[src/rtl/counter_pkg.sv]
// counter_pkg: shared constants and helpers for counter_mod.
//   DIR_UP / DIR_DOWN : values of up_i
//   clamp_load        : saturates a load value into 0..modulo-1
//   params_ok         : elaboration-time legality check of the counter parameters
package counter_pkg;

  localparam logic DIR_UP   = 1'b1;
  localparam logic DIR_DOWN = 1'b0;

  // Values at or above the modulus saturate to the top count.
  function automatic longint unsigned clamp_load(input longint unsigned value,
                                                 input longint unsigned modulo);
    return (value < modulo) ? value : modulo - 64'd1;
  endfunction

  function automatic bit params_ok(input int unsigned     width,
                                   input longint unsigned modulo,
                                   input longint unsigned reset_value,
                                   input int unsigned     prescale);
    bit ok;
    ok = (width >= 1) && (width <= 32);
    ok = ok && (modulo >= 64'd2) && (modulo <= (64'd1 << width));
    ok = ok && (reset_value < modulo);
    ok = ok && (prescale >= 1) && (prescale <= 65536);
    return ok;
  endfunction

endpackage

[src/rtl/counter_mod_if.sv]
// counter_mod_if: control and status bundle of counter_mod.
//   enable_i, up_i, clear_i, load_i, load_value_i : controls driven by the user
//   counter_value_o, wrap_o, terminal_o           : status driven by the counter
// Modports: master (user side), slave (counter side).
interface counter_mod_if #(
  parameter int unsigned WIDTH = 4
);

  logic             enable_i;
  logic             up_i;
  logic             clear_i;
  logic             load_i;
  logic [WIDTH-1:0] load_value_i;
  logic [WIDTH-1:0] counter_value_o;
  logic             wrap_o;
  logic             terminal_o;

  modport master (
    output enable_i, up_i, clear_i, load_i, load_value_i,
    input  counter_value_o, wrap_o, terminal_o
  );

  modport slave (
    input  enable_i, up_i, clear_i, load_i, load_value_i,
    output counter_value_o, wrap_o, terminal_o
  );

endinterface

[src/rtl/counter_prescaler.sv]
// counter_prescaler: counts enabled cycles 0..PRESCALE-1.
//   clock_i   : rising-edge clock
//   reset_i   : synchronous active-high reset (count -> 0)
//   restart_i : synchronous restart (count -> 0), overrides enable_i
//   enable_i  : advance the count
//   tick_o    : combinational, high while the count sits at PRESCALE-1
module counter_prescaler #(
  parameter int unsigned PRESCALE = 1
) (
  input  logic clock_i,
  input  logic reset_i,
  input  logic restart_i,
  input  logic enable_i,
  output logic tick_o
);

  localparam int unsigned     CW   = (PRESCALE > 1) ? $clog2(PRESCALE) : 1;
  localparam logic [CW-1:0]   LAST = CW'(PRESCALE - 1);

  logic [CW-1:0] count_q;

  assign tick_o = (count_q == LAST);

  always_ff @(posedge clock_i) begin
    if (reset_i || restart_i) begin
      count_q <= '0;
    end else if (enable_i) begin
      count_q <= tick_o ? '0 : count_q + CW'(1);
    end
  end

endmodule

[src/rtl/counter_mod.sv]
// counter_mod: parametrised up/down modulo-MODULO counter.
//   clock_i : rising-edge clock
//   reset_i : synchronous active-high reset
//   bus     : counter_mod_if.slave
//             enable_i/up_i/clear_i/load_i/load_value_i in,
//             counter_value_o (registered), wrap_o (registered pulse),
//             terminal_o (combinational: a step now would wrap)
// Priority per edge: reset_i > clear_i > load_i > enable_i > hold.
// Optional macro COUNTER_MOD_PRESCALER_EN: step only every PRESCALE enabled cycles.
module counter_mod
  import counter_pkg::*;
#(
  parameter int unsigned     WIDTH       = 4,
  parameter longint unsigned MODULO      = 16,
  parameter longint unsigned RESET_VALUE = 0,
  parameter int unsigned     PRESCALE    = 1
) (
  input  logic        clock_i,
  input  logic        reset_i,
  counter_mod_if.slave bus
);

  if (!params_ok(WIDTH, MODULO, RESET_VALUE, PRESCALE)) begin : g_param_error
    $error("counter_mod: illegal WIDTH/MODULO/RESET_VALUE/PRESCALE combination");
  end

  // Boundary compare is done one bit wider so MODULO = 2**WIDTH is representable.
  localparam logic [WIDTH:0]   MOD_X   = (WIDTH + 1)'(MODULO);
  localparam logic [WIDTH:0]   MAX_X   = MOD_X - (WIDTH + 1)'(1);
  localparam logic [WIDTH-1:0] MAX_V   = MAX_X[WIDTH-1:0];
  localparam logic [WIDTH-1:0] RESET_V = WIDTH'(RESET_VALUE);

  logic [WIDTH-1:0] value_q;
  logic             wrap_q;
  logic [WIDTH:0]   value_x;
  logic             at_max;
  logic             at_zero;
  logic [WIDTH-1:0] next_up;
  logic [WIDTH-1:0] next_down;
  logic [WIDTH-1:0] load_v;
  logic             step_en;
  logic             terminal;

`ifdef COUNTER_MOD_PRESCALER_EN
  logic tick;

  counter_prescaler #(
    .PRESCALE(PRESCALE)
  ) u_prescaler (
    .clock_i  (clock_i),
    .reset_i  (reset_i),
    .restart_i(bus.clear_i || bus.load_i),
    .enable_i (bus.enable_i),
    .tick_o   (tick)
  );
`endif

  always_comb begin
    value_x   = {1'b0, value_q};
    at_max    = (value_x == MAX_X);
    at_zero   = (value_q == '0);
    next_up   = at_max ? '0 : value_q + WIDTH'(1);
    next_down = at_zero ? MAX_V : value_q - WIDTH'(1);
    load_v    = WIDTH'(clamp_load(64'(bus.load_value_i), MODULO));
`ifdef COUNTER_MOD_PRESCALER_EN
    step_en   = bus.enable_i && tick;
    terminal  = ((bus.up_i == DIR_UP) ? at_max : at_zero) && tick;
`else
    step_en   = bus.enable_i;
    terminal  = (bus.up_i == DIR_UP) ? at_max : at_zero;
`endif
  end

  always_ff @(posedge clock_i) begin
    if (reset_i || bus.clear_i) begin
      value_q <= RESET_V;
      wrap_q  <= 1'b0;
    end else if (bus.load_i) begin
      value_q <= load_v;
      wrap_q  <= 1'b0;
    end else if (step_en) begin
      value_q <= (bus.up_i == DIR_UP) ? next_up : next_down;
      wrap_q  <= (bus.up_i == DIR_UP) ? at_max : at_zero;
    end else begin
      wrap_q  <= 1'b0;
    end
  end

  assign bus.counter_value_o = value_q;
  assign bus.wrap_o          = wrap_q;
  assign bus.terminal_o      = terminal;

endmodule

[src/flat_wrapper.sv]
// flat-port wrapper written by rule: the top's interface ports become plain ports
module counter_mod_flat import counter_pkg::*;
#(
  parameter int unsigned     WIDTH       = 4,
  parameter longint unsigned MODULO      = 16,
  parameter longint unsigned RESET_VALUE = 0,
  parameter int unsigned     PRESCALE    = 1
)
  (clock_i, reset_i, bus_enable_i, bus_up_i, bus_clear_i, bus_load_i, bus_load_value_i, bus_counter_value_o, bus_wrap_o, bus_terminal_o);
  counter_mod_if #(.WIDTH(WIDTH)) bus_i ();
  input  logic clock_i;
  input  logic reset_i;
  input wire logic [$bits(bus_i.enable_i)-1:0] bus_enable_i;
  input wire logic [$bits(bus_i.up_i)-1:0] bus_up_i;
  input wire logic [$bits(bus_i.clear_i)-1:0] bus_clear_i;
  input wire logic [$bits(bus_i.load_i)-1:0] bus_load_i;
  input wire logic [$bits(bus_i.load_value_i)-1:0] bus_load_value_i;
  output wire logic [$bits(bus_i.counter_value_o)-1:0] bus_counter_value_o;
  output wire logic [$bits(bus_i.wrap_o)-1:0] bus_wrap_o;
  output wire logic [$bits(bus_i.terminal_o)-1:0] bus_terminal_o;
  assign bus_i.enable_i = bus_enable_i;
  assign bus_i.up_i = bus_up_i;
  assign bus_i.clear_i = bus_clear_i;
  assign bus_i.load_i = bus_load_i;
  assign bus_i.load_value_i = bus_load_value_i;
  assign bus_counter_value_o = bus_i.counter_value_o;
  assign bus_wrap_o = bus_i.wrap_o;
  assign bus_terminal_o = bus_i.terminal_o;
  counter_mod #(.WIDTH(WIDTH), .MODULO(MODULO), .RESET_VALUE(RESET_VALUE), .PRESCALE(PRESCALE)) u_core (.clock_i(clock_i), .reset_i(reset_i), .bus(bus_i));
endmodule
[config.mk]
export PLATFORM = sky130hd
export DESIGN_NAME = counter_mod_flat
export DESIGN_NICKNAME = d
export VERILOG_FILES = /design/src/rtl/counter_pkg.sv /design/src/rtl/counter_mod_if.sv /design/src/rtl/counter_prescaler.sv /design/src/rtl/counter_mod.sv /design/src/flat_wrapper.sv
export SDC_FILE = /design/constraint.sdc
export NUM_CORES = 1
export LEC_CHECK = 0
export CAP_MARGIN = 10
export CORE_AREA = 3 3 40 42
export DETAILED_ROUTE_END_ITERATION = 8
export DIE_AREA = 0 0 43 45
export GPL_ROUTABILITY_DRIVEN = 0
export REMOVE_ABC_BUFFERS = 1
export SYNTH_ARGS = -nofsm -noshare
export SYNTH_HDL_FRONTEND = slang
export SYNTH_SLANG_ARGS = --single-unit
[constraint.sdc]
create_clock -name clock_i -period 1.8 [get_ports clock_i]
set_clock_uncertainty 0.05 [all_clocks]
set_input_delay 0.27 -clock clock_i [delete_from_list [all_inputs] [get_ports clock_i]]
set_output_delay 0.27 -clock clock_i [all_outputs]
set_load 0.02 [all_outputs]
==> results by group <==
Route
  • Routed len/inst: 12.83 µm
  • First-pass detailed-route iteration total: 4
  • Total routed wirelength: 1193 µm
  • Via density per instance: 4.871
  • Routed Antenna Nets: 0
  • Starting DRT DRC Count: 16
  • DRC violations left: 0
  • Vias post-DR: 453

Clock network
  • H-tree depth: 1
  • CTS tree: done
  • Cts hold-fix bufs: 0
  • Max clock buf depth: 2
  • Skew-Pair Late Insertion Delay: 0.25 ns
  • Number of CTS-inserted buffers: 3
  • Clock root buffer: clkbuf_4
  • CTS sink cnt: 5
  • Clock transition at the registers of the reported paths: 0.05 ns

Finish
  • Fin area: 689.4 µm²
  • Share of post-route cells with drive strength above 1: 0.3462
  • # fillers: 118
  • Ant. Diodes: 0
  • Area Overhead vs Synth: 90.00%
  • Most frequent cells in the layout: 14 x clkdlybuf4s50_1, 13 x buf_4, 4 x nor2_1, 4 x o21ai_0
  • Fin nets: 91
  • Commonest non-fill, non-tap cell in the layout: clkdlybuf4s50_1
  • FF+latch area: 103.9 µm²
  • Multi-input logic area: 272.8 µm²

Synthesis
  • Avg Synthesized Cell Area: 7.888 µm²
  • Top-area cell type share of the netlist area: 0.2759
  • Synth top area cells: dfxtp_1 28%, ha_1 6.9%, mux2i_1 5.5%
  • Register area share after synthesis: 0.2759
  • Mapped Area: 362.8 µm²
  • Main synth FF type: dfxtp_1
  • Largest area contributor in the netlist: dfxtp_1
  • Synth unique cells: 24
  • Synth warn: 0
  • Fraction of registers with async set/reset: 0
  • Synth Register Bits: 5
  • Cells after synthesis: 46
  • Post-synth EDFFs: 0

Power
  • Max IR drop VDD: 387.8 µV
  • PwrDens: 562.9 nW/µm²
  • Leakage: 0.2948 nW
  • Final Power: 388.1 µW

STA
  • Slew Viols, Final: 0
  • Worst rel slew slack: 0.8213
  • Final hold violations: 0
  • RSZ-0062 raised after global routing: true
  • Endpoints failing setup: 0
  • Least-Margin Pin Slew: 0.2681 ns
  • Max Fclk: 573.8 MHz
  • Final period demand of the worst path: 1.743 ns
  • Period utilisation layout: 0.9682

Placed design
  • Port bufs: 15
  • Post-DP HPWL: 887.5 µm
  • Area after DPL: 606.8 µm²

Worst hold path
  • Hold Path Depth: 3
  • Worst hold path type: in2reg

Critical path
  • Startpoint types: register
  • Reg2reg path depth: 6
  • Data required time of the worst path: 1.48 ns
  • Worst Path Class, Setup: reg2out
  • Setup crit end kind: output port
  • Critical path arrival: 1.42 ns
  • Max Fanout on Critical Path: 2

Floorplan
  • Die Height: 45 µm
  • Core Area: 1285 µm²
  • Row count: 13
  • Die area: 1935 µm²
  • Initial core utilization: 0.2824
  • Io pins: 16
  • Die Span X: 43 µm

Global route
  • Overall routing resource usage: 0.1398
  • First-pass GRT wire length: 1897 µm
  • Initial antenna violation count: 0
  • Largest net degree at the start of global routing: 10
  • Grt ovf: 0
  • Vias in the first global route: 446

Job
  • Max cap viols: 0

Status
  • Outcome: complete, no violations
[power by group]
| part | total [mW] | switching (mW) | internal (mW) |
|---|---|---|---|
| clock | 0.141 | 0.0564 | 0.0845 |
| combinational | 0.126 | 0.0527 | 0.0729 |
| sequential | 0.122 | 0.00513 | 0.116 |
[path summary, 6_finish.rpt]
check                                      from                            end  slack [ns]
hold reg to reg   u_core.bus.counter_value_o[3]              u_core.bus.wrap_o        0.63
setup / recovery  u_core.bus.counter_value_o[1]                 bus_terminal_o        0.06
hold / removal              bus_load_value_i[0]  u_core.bus.counter_value_o[0]        0.59
setup reg to reg  u_core.bus.counter_value_o[0]  u_core.bus.counter_value_o[0]        0.33
[critical path, stage by stage (launching register included)]
cell,delay [ns]
dfxtp_2,0.32
inv_2,0.07
ha_4,0.13
or3b_4,0.39
o21ai_4,0.14
buf_6,0.13
[final cells by class]
type / count / area share
flip-flops and latches: 5 / 0.1506
clock buffers: 4 / 0.03811
multi-input cells: 36 / 0.3956
well taps: 15 / 0.02722
inverters: 5 / 0.02722
repair buffers: 28 / 0.3612
[synthesized netlist by cell type (all sizes together), types with 2 or more instances]
| cell | instances |
|---|---|
| nand2b | 2 |
| xnor2 | 2 |
| mux2i | 2 |
| a21oi | 3 |
| nand2 | 2 |
| o21ai | 6 |
| dfxtp | 5 |
| nor2 | 4 |
| ha | 2 |
| inv | 5 |
| and3 | 2 |
[stage by stage]
step	hold slack [ns]	setup TNS [ns]	setup WS (ns)	std cells	util
global placement	0.6393	-0.3633	-0.3633	86	0.4722
floorplan	0.3363	0	0.09028	46	-
detailed placement	0.6345	-0.4031	-0.4031	86	0.4722
global route	0.5880	-0.01368	-0.01368	93	0.5365
finish	0.5864	0	0.05725	93	0.5365
CTS	0.5840	0	0.005789	90	0.5015
[cells by family (layout without fill, tap and decap cells)]
logic type / after synthesis / after routing / synth area share
muxes: 2 / 2 / 0.05517
AOI/OAI and AO/OA: 14 / 14 / 0.2621
xor gates and xnor gates: 2 / 2 / 0.04828
and+or+nand+nor: 16 / 16 / 0.2380
adders and majority gates: 2 / 2 / 0.06895
buffers and inverters: 5 / 37 / 0.05170
DFF: 5 / 5 / 0.2759
[timing repair]
item | in CTS | in global routing
resized for setup | 9 | 7
setup buffers | 0 | 3
hold endpoints to repair | 0 | 0
setup endpoints to repair | 1 | 1
pin swaps | 1 | 2
[registers in the layout, indices dropped and copies added, names as in the netlist]
signal / count
u_core.bus.counter_value_o: 4
u_core.bus.wrap_o: 1
[routing by layer]
metal	vias to the layer above	share of wire	GRT usage
met5	-	0	0
met4	0	0.026	0.1084
met3	4	0.048	0.05578
met2	15	0.46	0.2066
met1	202	0.46	0.1611
li1	232	-	-
Note: power is estimated with default switching activity, not from simulation.
